===== src/rtl/mmio_port_bridge.sv =====
// Memory-mapped I/O bridge: 16-byte window with OUT/IN/STATUS/CHANGES registers.
// Optional input debouncer is built when MMIO_DEBOUNCE_EN is defined.
module mmio_port_bridge #(
   parameter logic [31:0] IO_BASE         = 32'h1001_0020,
   parameter int unsigned DEBOUNCE_CYCLES = 4
) (
   input  logic        clk,
   input  logic        reset,
   input  logic [31:0] Address,
   input  logic [31:0] WriteData,
   input  logic        MemWrite,
   input  logic        MemRead,
   input  logic [7:0]  PortIn,
   output logic        IOHit,
   output logic [31:0] ReadData,
   output logic [31:0] PortOut,
   output logic        InFlag
);

   typedef enum logic [1:0] {
      REG_OUT     = 2'd0,
      REG_IN      = 2'd1,
      REG_STATUS  = 2'd2,
      REG_CHANGES = 2'd3
   } reg_sel_e;

   reg_sel_e    sel;
   logic [31:0] out_reg;
   logic [7:0]  s1;
   logic [7:0]  s2;
   logic [7:0]  stable;
   logic [7:0]  stable_next;
   logic [7:0]  cnt8;
   logic        new_flag;
   logic        ovf_flag;
   logic        chg;
   logic        wrap;
   logic        wr_en;
   logic        wr_out;
   logic        wr_status;
   logic        rd_in;
   logic        unused_addr_bits;

   // Byte lane bits never affect the decode; words are the unit of access.
   assign unused_addr_bits = ^Address[1:0];

   assign sel   = reg_sel_e'(Address[3:2]);
   assign IOHit = (Address[31:4] == IO_BASE[31:4]);

   assign wr_en     = MemWrite & IOHit;
   assign wr_out    = wr_en & (sel == REG_OUT);
   assign wr_status = wr_en & (sel == REG_STATUS);
   assign rd_in     = MemRead & IOHit & (sel == REG_IN);

   always_comb begin
      ReadData = '0;
      if (IOHit) begin
         case (sel)
            REG_OUT:     ReadData = out_reg;
            REG_IN:      ReadData = {24'b0, stable};
            REG_STATUS:  ReadData = {30'b0, ovf_flag, new_flag};
            REG_CHANGES: ReadData = {24'b0, cnt8};
            default:     ReadData = '0;
         endcase
      end
   end

   always_ff @(posedge clk or negedge reset) begin
      if (!reset) begin
         out_reg <= '0;
      end else if (wr_out) begin
         out_reg <= WriteData;
      end
   end

   always_ff @(posedge clk or negedge reset) begin
      if (!reset) begin
         s1 <= '0;
         s2 <= '0;
      end else begin
         s1 <= PortIn;
         s2 <= s1;
      end
   end

`ifdef MMIO_DEBOUNCE_EN
   localparam int unsigned DW = (DEBOUNCE_CYCLES > 1) ? $clog2(DEBOUNCE_CYCLES) : 1;

   logic [DW-1:0] dcnt;
   logic [DW-1:0] dcnt_next;

   // Any cycle where s2 matches stable restarts the count, so glitches are dropped.
   always_comb begin
      stable_next = stable;
      dcnt_next   = '0;
      if (s2 != stable) begin
         if (dcnt == DW'(DEBOUNCE_CYCLES - 1)) begin
            stable_next = s2;
         end else begin
            dcnt_next = dcnt + 1'b1;
         end
      end
   end

   always_ff @(posedge clk or negedge reset) begin
      if (!reset) begin
         dcnt <= '0;
      end else begin
         dcnt <= dcnt_next;
      end
   end
`else
   localparam int unsigned unused_debounce_cycles = DEBOUNCE_CYCLES;

   assign stable_next = s2;
`endif

   assign chg  = (stable_next != stable);
   assign wrap = chg & (cnt8 == 8'hFF);

   always_ff @(posedge clk or negedge reset) begin
      if (!reset) begin
         stable <= '0;
         cnt8   <= '0;
      end else begin
         stable <= stable_next;
         if (chg) begin
            cnt8 <= cnt8 + 8'd1;
         end
      end
   end

   // Set events take priority over read-clear and W1C in the same cycle.
   always_ff @(posedge clk or negedge reset) begin
      if (!reset) begin
         new_flag <= 1'b0;
         ovf_flag <= 1'b0;
      end else begin
         if (chg) begin
            new_flag <= 1'b1;
         end else if (rd_in | (wr_status & WriteData[0])) begin
            new_flag <= 1'b0;
         end

         if (wrap) begin
            ovf_flag <= 1'b1;
         end else if (wr_status & WriteData[1]) begin
            ovf_flag <= 1'b0;
         end
      end
   end

   assign PortOut = out_reg;
   assign InFlag  = new_flag;

endmodule


===== config.mk =====
export PLATFORM = sky130hd
export DESIGN_NAME = mmio_port_bridge
export DESIGN_NICKNAME = d
export VERILOG_FILES = /design/src/rtl/mmio_port_bridge.sv
export SDC_FILE = /design/constraint.sdc
export NUM_CORES = 1
export LEC_CHECK = 0
export BUFFER_PORTS_ARGS = -buffer_cell sky130_fd_sc_hd__buf_2
export CORE_MARGIN = 10
export CORE_UTILIZATION = 28
export DETAILED_ROUTE_END_ITERATION = 16
export PLACE_DENSITY = 0.6
export SKIP_LAST_GASP = 1
export SYNTH_ARGS = -nofsm -noshare
export SYNTH_HDL_FRONTEND = slang
export SYNTH_SLANG_ARGS = --single-unit

===== constraint.sdc =====
create_clock -name clk -period 3.1 [get_ports clk]
set_clock_uncertainty 0.2 [all_clocks]
set_input_delay 0.62 -clock clk [delete_from_list [all_inputs] [get_ports clk]]
set_output_delay 0.62 -clock clk [all_outputs]
set_load 0.02 [all_outputs]

==> flow_summary.toml <==
[routing]
viasPerCell = 4.43
ant_nets = 0
vias = 2202
route.detailed.drc = 0
drt_first_pass_iters = 4
routed_wl_mm = 8.45
drt-initial-drc-count = 78
post_drt_wl_per_cell_um = 17.0

[floorplanning]
top_level_ports = 142
die_w_um = 124
initial_core_util = 0.290
rows = 37
die_area_mm2 = 0.0154
die_h_um = 124
core_area_mm2 = 0.0105

[clock_network]
numCtsBuffers = 9
cts_tree = "built"
postCtsHoldBufs = 0
postCtsSetupBuffers = 0
clk_pin_slew_ns = 0.08
cts-root-buf = "clkbuf_8"
clk_latency_ns = 0.33
clockBufferDepth = 2
cts_resized = 0
cts_sinks = 66
htree_num_levels = 3

[pwr]
clkPwrFrac = 0.358
p_comb_frac = 0.109
power.density_mw_per_mm2 = 456
internal-power_mw = 1.36
p_leak_nw = 2.16
switchingPower_uw = 516
irDropWorstVdd_mv = 0.185
p_sw_frac = 0.275
seq_power_share = 0.533

[synthesis]
synthArstFlopShare = 1.00
synth-edff-count = 0
avgSynthCellArea_um2 = 14.5
syn-instance-count = 209
synth_simple_gate_area_share = 0.151
synth_compound_area_frac = 0.0367
synth_cell_types = 36
synth_common_cells = "66 x dfrtp_1, 30 x mux2_4, 25 x and2_1, 14 x xor2_1, 8 x mux2_2"
syn-cell-area_mm2 = 0.00304
ys_seq_area_frac = 0.544
synth_top_family_by_area = "multiplexers"
yosys_warnings = 0
synth-seq-cells = 66
synth_mux_area_frac = 0.196
ys_dominant_reg_cell = "dfrtp_1"
yosys.area.top_type = "dfrtp_1"
synthXorXnorAreaFrac = 0.0432
syn-num-nets = 286
synth_fa_ha_area_frac = 0.00412
synth.area.top_cells = "dfrtp_1 54%, mux2_4 15%, and2_1 5.1%"
netlist.area_leader.share = 0.544
yosysMostFrequentCell = "dfrtp_1"

[critical_path]
slowest_stage = "or2_2"
crit_path_frequent_cell = "buf_2"
start_kind = "input pin"
slowest_delay_ns = 0.44
cp_max_fo = 9
worstPathRequired_ns = 2.28
critPathKind = "in -> out"
endpoint_kind = "primary output"
crit_arrival_ns = 2.05
path_cells = "buf_2 -> nor4_4 -> nand4_4 -> or2_2 -> nor2_1 -> buf_2"

[grt]
grt_pass1_wl_mm = 12.6
antenna_found_initial = 0
track_usage = 0.105
grt_max_degree = 44
overflow = 0
grt_pass1_vias = 2457

[timing]
setup_viol = 0
clock.fmax_mhz = 348
fin_setup_tns_ns = 0
timing.final.max_slew_violations = 0
rsz0062_at_grt = "no"
hold_violations = 0
worst_pin_slew_ns = 0.618
min_period_ns = 2.87
maxSlewHeadroom = 0.585
whs_ns = 0.0686
min_period_over_period = 0.927

[final_layout]
fin_nets = 433
layout-drive-gt1-share = 0.587
antennaDiodeCount = 0
final_util = 0.393
syn_to_final_growth_pct = 35.2
design_area_mm2 = 0.00411

[outcome]
status = "finished clean"

[place]
place_area_mm2 = 0.00392
io_buffer_count = 139
place_congestion = 0.819
dp.final_hpwl_mm = 6.70

[job]
max_cap_violations = 0

[hold_path]
hold_class = "in -> async"
## registers in the layout, indices dropped and copies added (netlist names)
| register | count |
|---|---|
| InFlag | 1 |
| PortOut | 32 |
| cnt8 | 8 |
| ovf_flag | 1 |
| s1 | 8 |
| s2 | 8 |
| stable | 8 |
## critical path: cells and delay by family
kind / cells / cell delay, ns
simple gates: 4 / 1.13
buf+inv: 2 / 0.30
## kinds of logic after synthesis
logic type | Yosys count
buffers and inverters | 11
muxes | 41
AOI/OAI and AO/OA | 16
adders and majority gates | 1
DFF | 66
xor gates and xnor gates | 15
and+or+nand+nor | 59
## layout by cell type (no fill, tap or decap), drive strengths merged, types with 2 or more instances in the layout
cell | netlist | routed
mux4 | 2 | 2
mux2 | 39 | 39
nor4b | 3 | 3
inv | 3 | 4
nor2b | 2 | 2
dfrtp | 66 | 66
nor4 | 7 | 7
a21oi | 5 | 5
and2 | 25 | 25
or2 | 2 | 2
nor2 | 7 | 7
clkbuf | 5 | 10
nand3 | 4 | 4
a22oi | 6 | 6
buf | 3 | 144
nand2 | 2 | 2
nand4 | 2 | 2
clkinvlp | 0 | 2
xor2 | 14 | 14
clkinv | 0 | 3
## per-layer routing
metal,GRT usage,vias to the layer above,share of wire
li1,-,1036,-
met1,0.126,1065,0.41
met2,0.169,95,0.47
met3,0.0421,6,0.11
met4,0.0345,0,0.012
met5,0,-,0
## metrics by stage
stage / power (mW) / setup WS [ns] / cells
floorplan: 1.11 / 0.327 / 209
global placement: 1.21 / 0.218 / 481
detailed placement: 1.22 / 0.194 / 481
CTS: 1.91 / 0.191 / 497
global route: 1.98 / 0.108 / 497
finish: 1.87 / 0.228 / 497
## cell type report
| class | count | area (µm²) |
|---|---|---|
| tap | 136 | 170 |
| sequential | 66 | 1650 |
| clock inverter | 6 | 50.0 |
| timing repair buffer | 144 | 771 |
| inverter | 3 | 11.3 |
| multi-input combinational | 132 | 1320 |
| fill | 1046 | 6350 |
| clock buffer | 10 | 138 |
## worst paths after layout
check | startpoint | endpoint | depth (start not counted) | slack, ns
min | reset | s1[6] | 1 | 0.07
max | Address[6] | ReadData[4] | 6 | 0.23
max reg2reg | stable[7] | cnt8[1] | 4 | 0.99
max in group asynchronous | reset | PortOut[1] | 2 | 2.02
min reg2reg | s1[2] | s2[2] | 0 | 0.15
min in group clk | s1[2] | s2[2] | 0 | 0.15
## power groups by stage
stage / clock, mW / sequential, mW / combinational [mW]
global placement: 0 / 1.01 / 0.201
finish: 0.670 / 0.999 / 0.205
CTS: 0.700 / 0.997 / 0.209
floorplan: 0 / 0.992 / 0.117
global route: 0.738 / 1.01 / 0.231
detailed placement: 0 / 1.01 / 0.207
(Power assumes the default switching activity.)
